### config.mk
export PLATFORM = sky130hd
export DESIGN_NAME = mac_operand_sequencer
export DESIGN_NICKNAME = d
export VERILOG_FILES = /design/src/rtl/mac_operand_sequencer.sv
export SDC_FILE = /design/constraint.sdc
export NUM_CORES = 1
export LEC_CHECK = 0
export ABC_AREA = 1
export CAP_MARGIN = 20
export CORE_ASPECT_RATIO = 0.9
export CORE_MARGIN = 2
export CORE_UTILIZATION = 50
export DETAILED_ROUTE_END_ITERATION = 7
export GPL_ROUTABILITY_DRIVEN = 0
export PLACE_DENSITY = 0.75
export REMOVE_ABC_BUFFERS = 1
export SYNTH_ARGS = -nofsm -noshare
export SYNTH_HDL_FRONTEND = slang
export SYNTH_SLANG_ARGS = --single-unit
### constraint.sdc
create_clock -name clk -period 2.05 [get_ports clk]
set_input_delay 0.615 -clock clk [delete_from_list [all_inputs] [get_ports clk]]
set_output_delay 0.615 -clock clk [all_outputs]
set_load 0.05 [all_outputs]
### src/rtl/mac_operand_sequencer.sv
// mac_operand_sequencer: streams (attr, coeff) pairs from local banks into mac2 and captures the dot product.
// Latency: done pulses in cycle 2+len+MAC_LAT after the start cycle (cycle 1 when len=0).
// Flow control: none; start and bank writes are ignored while busy. MACSEQ_PERF_CNT_EN adds cycle_cnt.
module mac_operand_sequencer #(
  parameter int DW      = 16,
  parameter int DEPTH   = 8,
  parameter int AW      = 3,
  parameter int MAC_LAT = 1
) (
  input  logic          clk,
  input  logic          rst_in,
  input  logic          wr_en,
  input  logic          wr_sel,
  input  logic [AW-1:0] wr_addr,
  input  logic [DW-1:0] wr_data,
  input  logic [AW:0]   len,
  input  logic          start,
  output logic          busy,
  output logic [DW-1:0] mac_a,
  output logic [DW-1:0] mac_b,
  output logic          mac_rst,
  input  logic [31:0]   mac_acc,
  output logic [31:0]   result,
  output logic          result_valid,
  output logic          done
`ifdef MACSEQ_PERF_CNT_EN
  ,
  output logic [15:0]   cycle_cnt
`endif
);

  // Drain counter only needs to hold MAC_LAT-1; keep at least one bit.
  localparam int            DCW        = (MAC_LAT > 1) ? $clog2(MAC_LAT) : 1;
  localparam logic [DCW-1:0] DRAIN_INIT = DCW'(MAC_LAT - 1);
  localparam logic [AW:0]   DEPTH_L    = (AW+1)'(DEPTH);

  typedef enum logic [2:0] {
    S_IDLE,
    S_CLEAR,
    S_STREAM,
    S_DRAIN,
    S_DONE
  } state_t;

  state_t         state;
  state_t         state_nxt;
  logic [AW-1:0]  idx;
  logic [AW:0]    len_q;
  logic [AW:0]    len_eff;
  logic [DCW-1:0] drain_cnt;
  logic           start_ok;
  logic           last_pair;
  logic           drain_last;
  logic           wr_ok;

  logic [DW-1:0] attr_mem  [DEPTH];
  logic [DW-1:0] coeff_mem [DEPTH];

  // Requested lengths beyond the bank size are clamped to a full bank.
  assign len_eff    = (len > DEPTH_L) ? DEPTH_L : len;
  assign start_ok   = start && (state == S_IDLE);
  assign last_pair  = ({1'b0, idx} == (len_q - (AW+1)'(1)));
  assign drain_last = (drain_cnt == '0);
  assign wr_ok      = wr_en && !busy && ({1'b0, wr_addr} < DEPTH_L);

  // State register; reset aborts any operation in flight.
  always_ff @(posedge clk) begin
    if (rst_in) state <= S_IDLE;
    else        state <= state_nxt;
  end

  // Next-state logic: IDLE -> CLEAR -> STREAM -> DRAIN -> DONE -> IDLE, len=0 short-cuts to DONE.
  always_comb begin
    state_nxt = state;
    case (state)
      S_IDLE: begin
        if (start) state_nxt = (len_eff == '0) ? S_DONE : S_CLEAR;
      end
      S_CLEAR:  state_nxt = S_STREAM;
      S_STREAM: if (last_pair)  state_nxt = S_DRAIN;
      S_DRAIN:  if (drain_last) state_nxt = S_DONE;
      S_DONE:   state_nxt = S_IDLE;
      default:  state_nxt = S_IDLE;
    endcase
  end

  // Per-state outputs: the MAC is held in reset while idle/clearing, operands only driven while streaming.
  always_comb begin
    busy    = 1'b0;
    mac_rst = 1'b0;
    mac_a   = '0;
    mac_b   = '0;
    done    = 1'b0;
    case (state)
      S_IDLE:  mac_rst = 1'b1;
      S_CLEAR: begin
        busy    = 1'b1;
        mac_rst = 1'b1;
      end
      S_STREAM: begin
        busy  = 1'b1;
        mac_a = attr_mem[idx];
        mac_b = coeff_mem[idx];
      end
      S_DRAIN: busy = 1'b1;
      S_DONE:  done = 1'b1;
      default: mac_rst = 1'b1;
    endcase
  end

  // Sequencing datapath: length latch, stream index, drain countdown and result capture.
  always_ff @(posedge clk) begin
    if (rst_in) begin
      idx          <= '0;
      len_q        <= '0;
      drain_cnt    <= '0;
      result       <= '0;
      result_valid <= 1'b0;
    end else begin
      case (state)
        S_IDLE: begin
          if (start) begin
            len_q        <= len_eff;
            result_valid <= 1'b0;
            if (len_eff == '0) result <= '0;
          end
        end
        S_CLEAR: idx <= '0;
        S_STREAM: begin
          idx <= idx + AW'(1);
          if (last_pair) drain_cnt <= DRAIN_INIT;
        end
        S_DRAIN: begin
          if (drain_last) result    <= mac_acc;
          else            drain_cnt <= drain_cnt - DCW'(1);
        end
        S_DONE:  result_valid <= 1'b1;
        default: ;
      endcase
    end
  end

  // Bank writes; banks are deliberately not reset so vectors survive an abort.
  always_ff @(posedge clk) begin
    if (wr_ok) begin
      if (wr_sel) coeff_mem[wr_addr] <= wr_data;
      else        attr_mem[wr_addr]  <= wr_data;
    end
  end

`ifdef MACSEQ_PERF_CNT_EN
  // Busy-cycle counter: restarts on an accepted start, saturates, holds once the operation ends.
  always_ff @(posedge clk) begin
    if (rst_in)                            cycle_cnt <= '0;
    else if (start_ok)                     cycle_cnt <= '0;
    else if (busy && cycle_cnt != 16'hFFFF) cycle_cnt <= cycle_cnt + 16'd1;
  end
`else
  // No performance counter in this build.
`endif

endmodule

==> results.toml <==
[logic_synthesis]
synth-seq-cells = 302
yosysMostFrequentCell = "edfxtp_1"
synth_top_area_cell = "edfxtp_1"
synthTopCellsByArea = "edfxtp_1 65%, nor2_1 8.0%, dfxtp_1 7.7%"
synth_ff_type = "edfxtp_1"
synth_area_per_cell_sq_um = 11.70
synth.cell_area_sq_um = 11900
synth-edff-count = 256
synthArstFlopShare = 0
ys_top_cells_by_count = "256 x edfxtp_1, 254 x nor2_1, 129 x o21ai_0"
netlist_instances = 1017
yosysWarnings = 0
synth_top_area_share = 0.6463
ys_seq_area_frac = 0.7237
yosysUniqueCellTypes = 29

[timing]
fmax_mhz = 359.2
hold_violations = 0
fin_crit_ps = 2784
setup_violations = 32
finalCritPeriodShare = 1.358
rsz0062_at_grt = "yes"
setup_ws_ps = -734.0
fin_tns_setup_ps = -18870
fin_skew_ps = 12.13
finalMaxSlewViolations = 0
slew-limit-headroom = 0.5722
hold-worst-slack_ps = 460.5
tightest_slew_ps = 639.7

[floorplan]
core-area_sq_um = 23340
start_util = 0.5096
dieArea_sq_um = 25040
die_h_microns = 150.3
std_cell_rows = 53
io_pins = 128
die_w_microns = 166.6

[power_and_ir_drop]
total_power_mw = 18.16
peakVddDrop_mv = 1.022
p_per_area_nw_per_um2 = 1134
power_leakage_nw = 5.576

[route]
wl_microns = 32700
vias = 8823
via_per_inst = 5.767
drt-pass1-iter-count = 8
wl_per_cell_microns = 21.37
drc = 0
antenna_left = 0
drtIter0Drc = 1048

[global_route]
grt-ovfl-total = 0
grt_max_degree = 38
antenna_found_initial = 0
grt_pass1_wl_microns = 46800
grt_usage = 0.2411
grt_pass1_vias = 8530

[setup_path]
cp_max_fo = 17
end_kind = "output port"
rr_worst_depth = 10
worstPathRequired_ps = 1430
criticalPathCategory = "flop to output port"
crit_end = "mac_a[15]"
reg2reg_to = "attr_mem[2][13]"
startpoint_type = "flop"
reg2reg_from = "state[0]"
reg2reg_slack_ps = 320
arrival_ps = 2170

[clocking]
cts_buffers = 30
cts.clk_slew.worst_paths_ps = 60
cts_buffer_depth = 3
root_buffer = "clkbuf_16"
clock-sinks = 302
htreeDepth = 1
tritoncts = "yes"
clock_latency_ps = 550

[layout]
fin_area_sq_um = 16010
final_nets = 1268
fin_util = 0.6859
drive_above_1_share = 0.2443
area.growth.synth_to_final_pct = 34.61
antenna_cells = 0
finalNonFillerCells = 1530

[hold_path]
hp-class = "flop to flop"
worstHoldStart = "result[15]"

[place]
dpl_worst_slack_ps = -112.4
portBuffers = 127
dpl_cell_area_sq_um = 14110
placedCellCount = 1446
dp_hpwl_microns = 16580

[run_status]
outcome = "finished with violations"
violations = "negative setup slack"

[flow_run]
cap_violations = 0
worst max-delay path, stage by stage (launching register included):
cell       delay [ps]
dfxtp_4           390
buf_8             170
inv_8              80
clkbuf_16         180
o21ai_0           280
o22ai_1           160
nor2_1            150
nor2_2             70
buf_12            140
power by group:
part | internal [mW] | switching (mW) | total, mW
combinational | 2.41 | 3.36 | 5.77
clock | 3.13 | 2.26 | 5.39
sequential | 6.90 | 0.113 | 7.01
cell families (layout without fill, tap and decap cells):
family,count (synthesis),after routing,share of synthesized area
XOR/XNOR,2,2,0.001473
buffers and inverters,83,294,0.03534
flip-flops,302,302,0.7237
adder cells (fa/ha/maj),2,2,0.002103
AND/OR/NAND/NOR,392,392,0.1274
AO/OA/AOI/OAI,236,236,0.1100
flip-flops by register name, summed over array words and instances (netlist names), named ones only:
name,flops
attr_mem,128
coeff_mem,128
result,32
len_q,4
idx,3
state,3
result_valid,1
worst min path at each step:
stage / endpoint / slack, ps / cells after the start
after floorplan: len_q[3] / 450 / 2
after global placement: result[15] / 450 / 2
after detailed placement: result[5] / 450 / 2
after CTS: result[5] / 460 / 2
after global routing: result[15] / 480 / 2
final: result[15] / 460 / 2
metal layers:
layer / track usage / vias up / wire length (microns) / share of wire
met4: 0.06422 / 0 / 763 / 0.023
met3: 0.06625 / 61 / 3887 / 0.12
met2: 0.3967 / 583 / 15870 / 0.49
met5: 0 / - / 0 / 0
met1: 0.3205 / 4197 / 12180 / 0.37
li1: - / 3982 / - / -
cells in the final DEF (no fill, tap or decap), types with 3 or more instances in the layout:
cell type	instances
buf_8	4
inv_1	16
buf_4	70
o211ai_1	32
clkbuf_1	6
o22ai_1	31
nor2_2	65
dfxtp_1	41
edfxtp_1	256
nand2_1	118
nor2_4	7
clkinv_2	7
a21oi_1	39
buf_12	42
clkbuf_16	40
buf_16	12
o21ai_0	72
clkdlybuf4s50_1	59
nor2_1	186
nand3_1	12
o21ai_2	11
dfxtp_4	3
clkinv_1	4
o21ai_1	47
bufinv_16	3
buf_6	22
what timing repair did:
item,4_1_cts,5_1_grt
endpoints found under the setup margin,35,35
setup buffers,4,8
pin swaps,14,37
resized for setup,97,86
gates cloned,7,11
hold buffers,0,0
cell type report:
cell class                 count  area [sq um]
sequential                   302          8622
fill                        1512          7331
multi-input combinational    632          3119
timing repair buffer         218          2820
clock buffer                  37         798.3
tap                          302         377.9
clock inverter                17         162.7
inverter                      21         100.1
timing repair inverter         1         11.26
(Power assumes the default switching activity.)
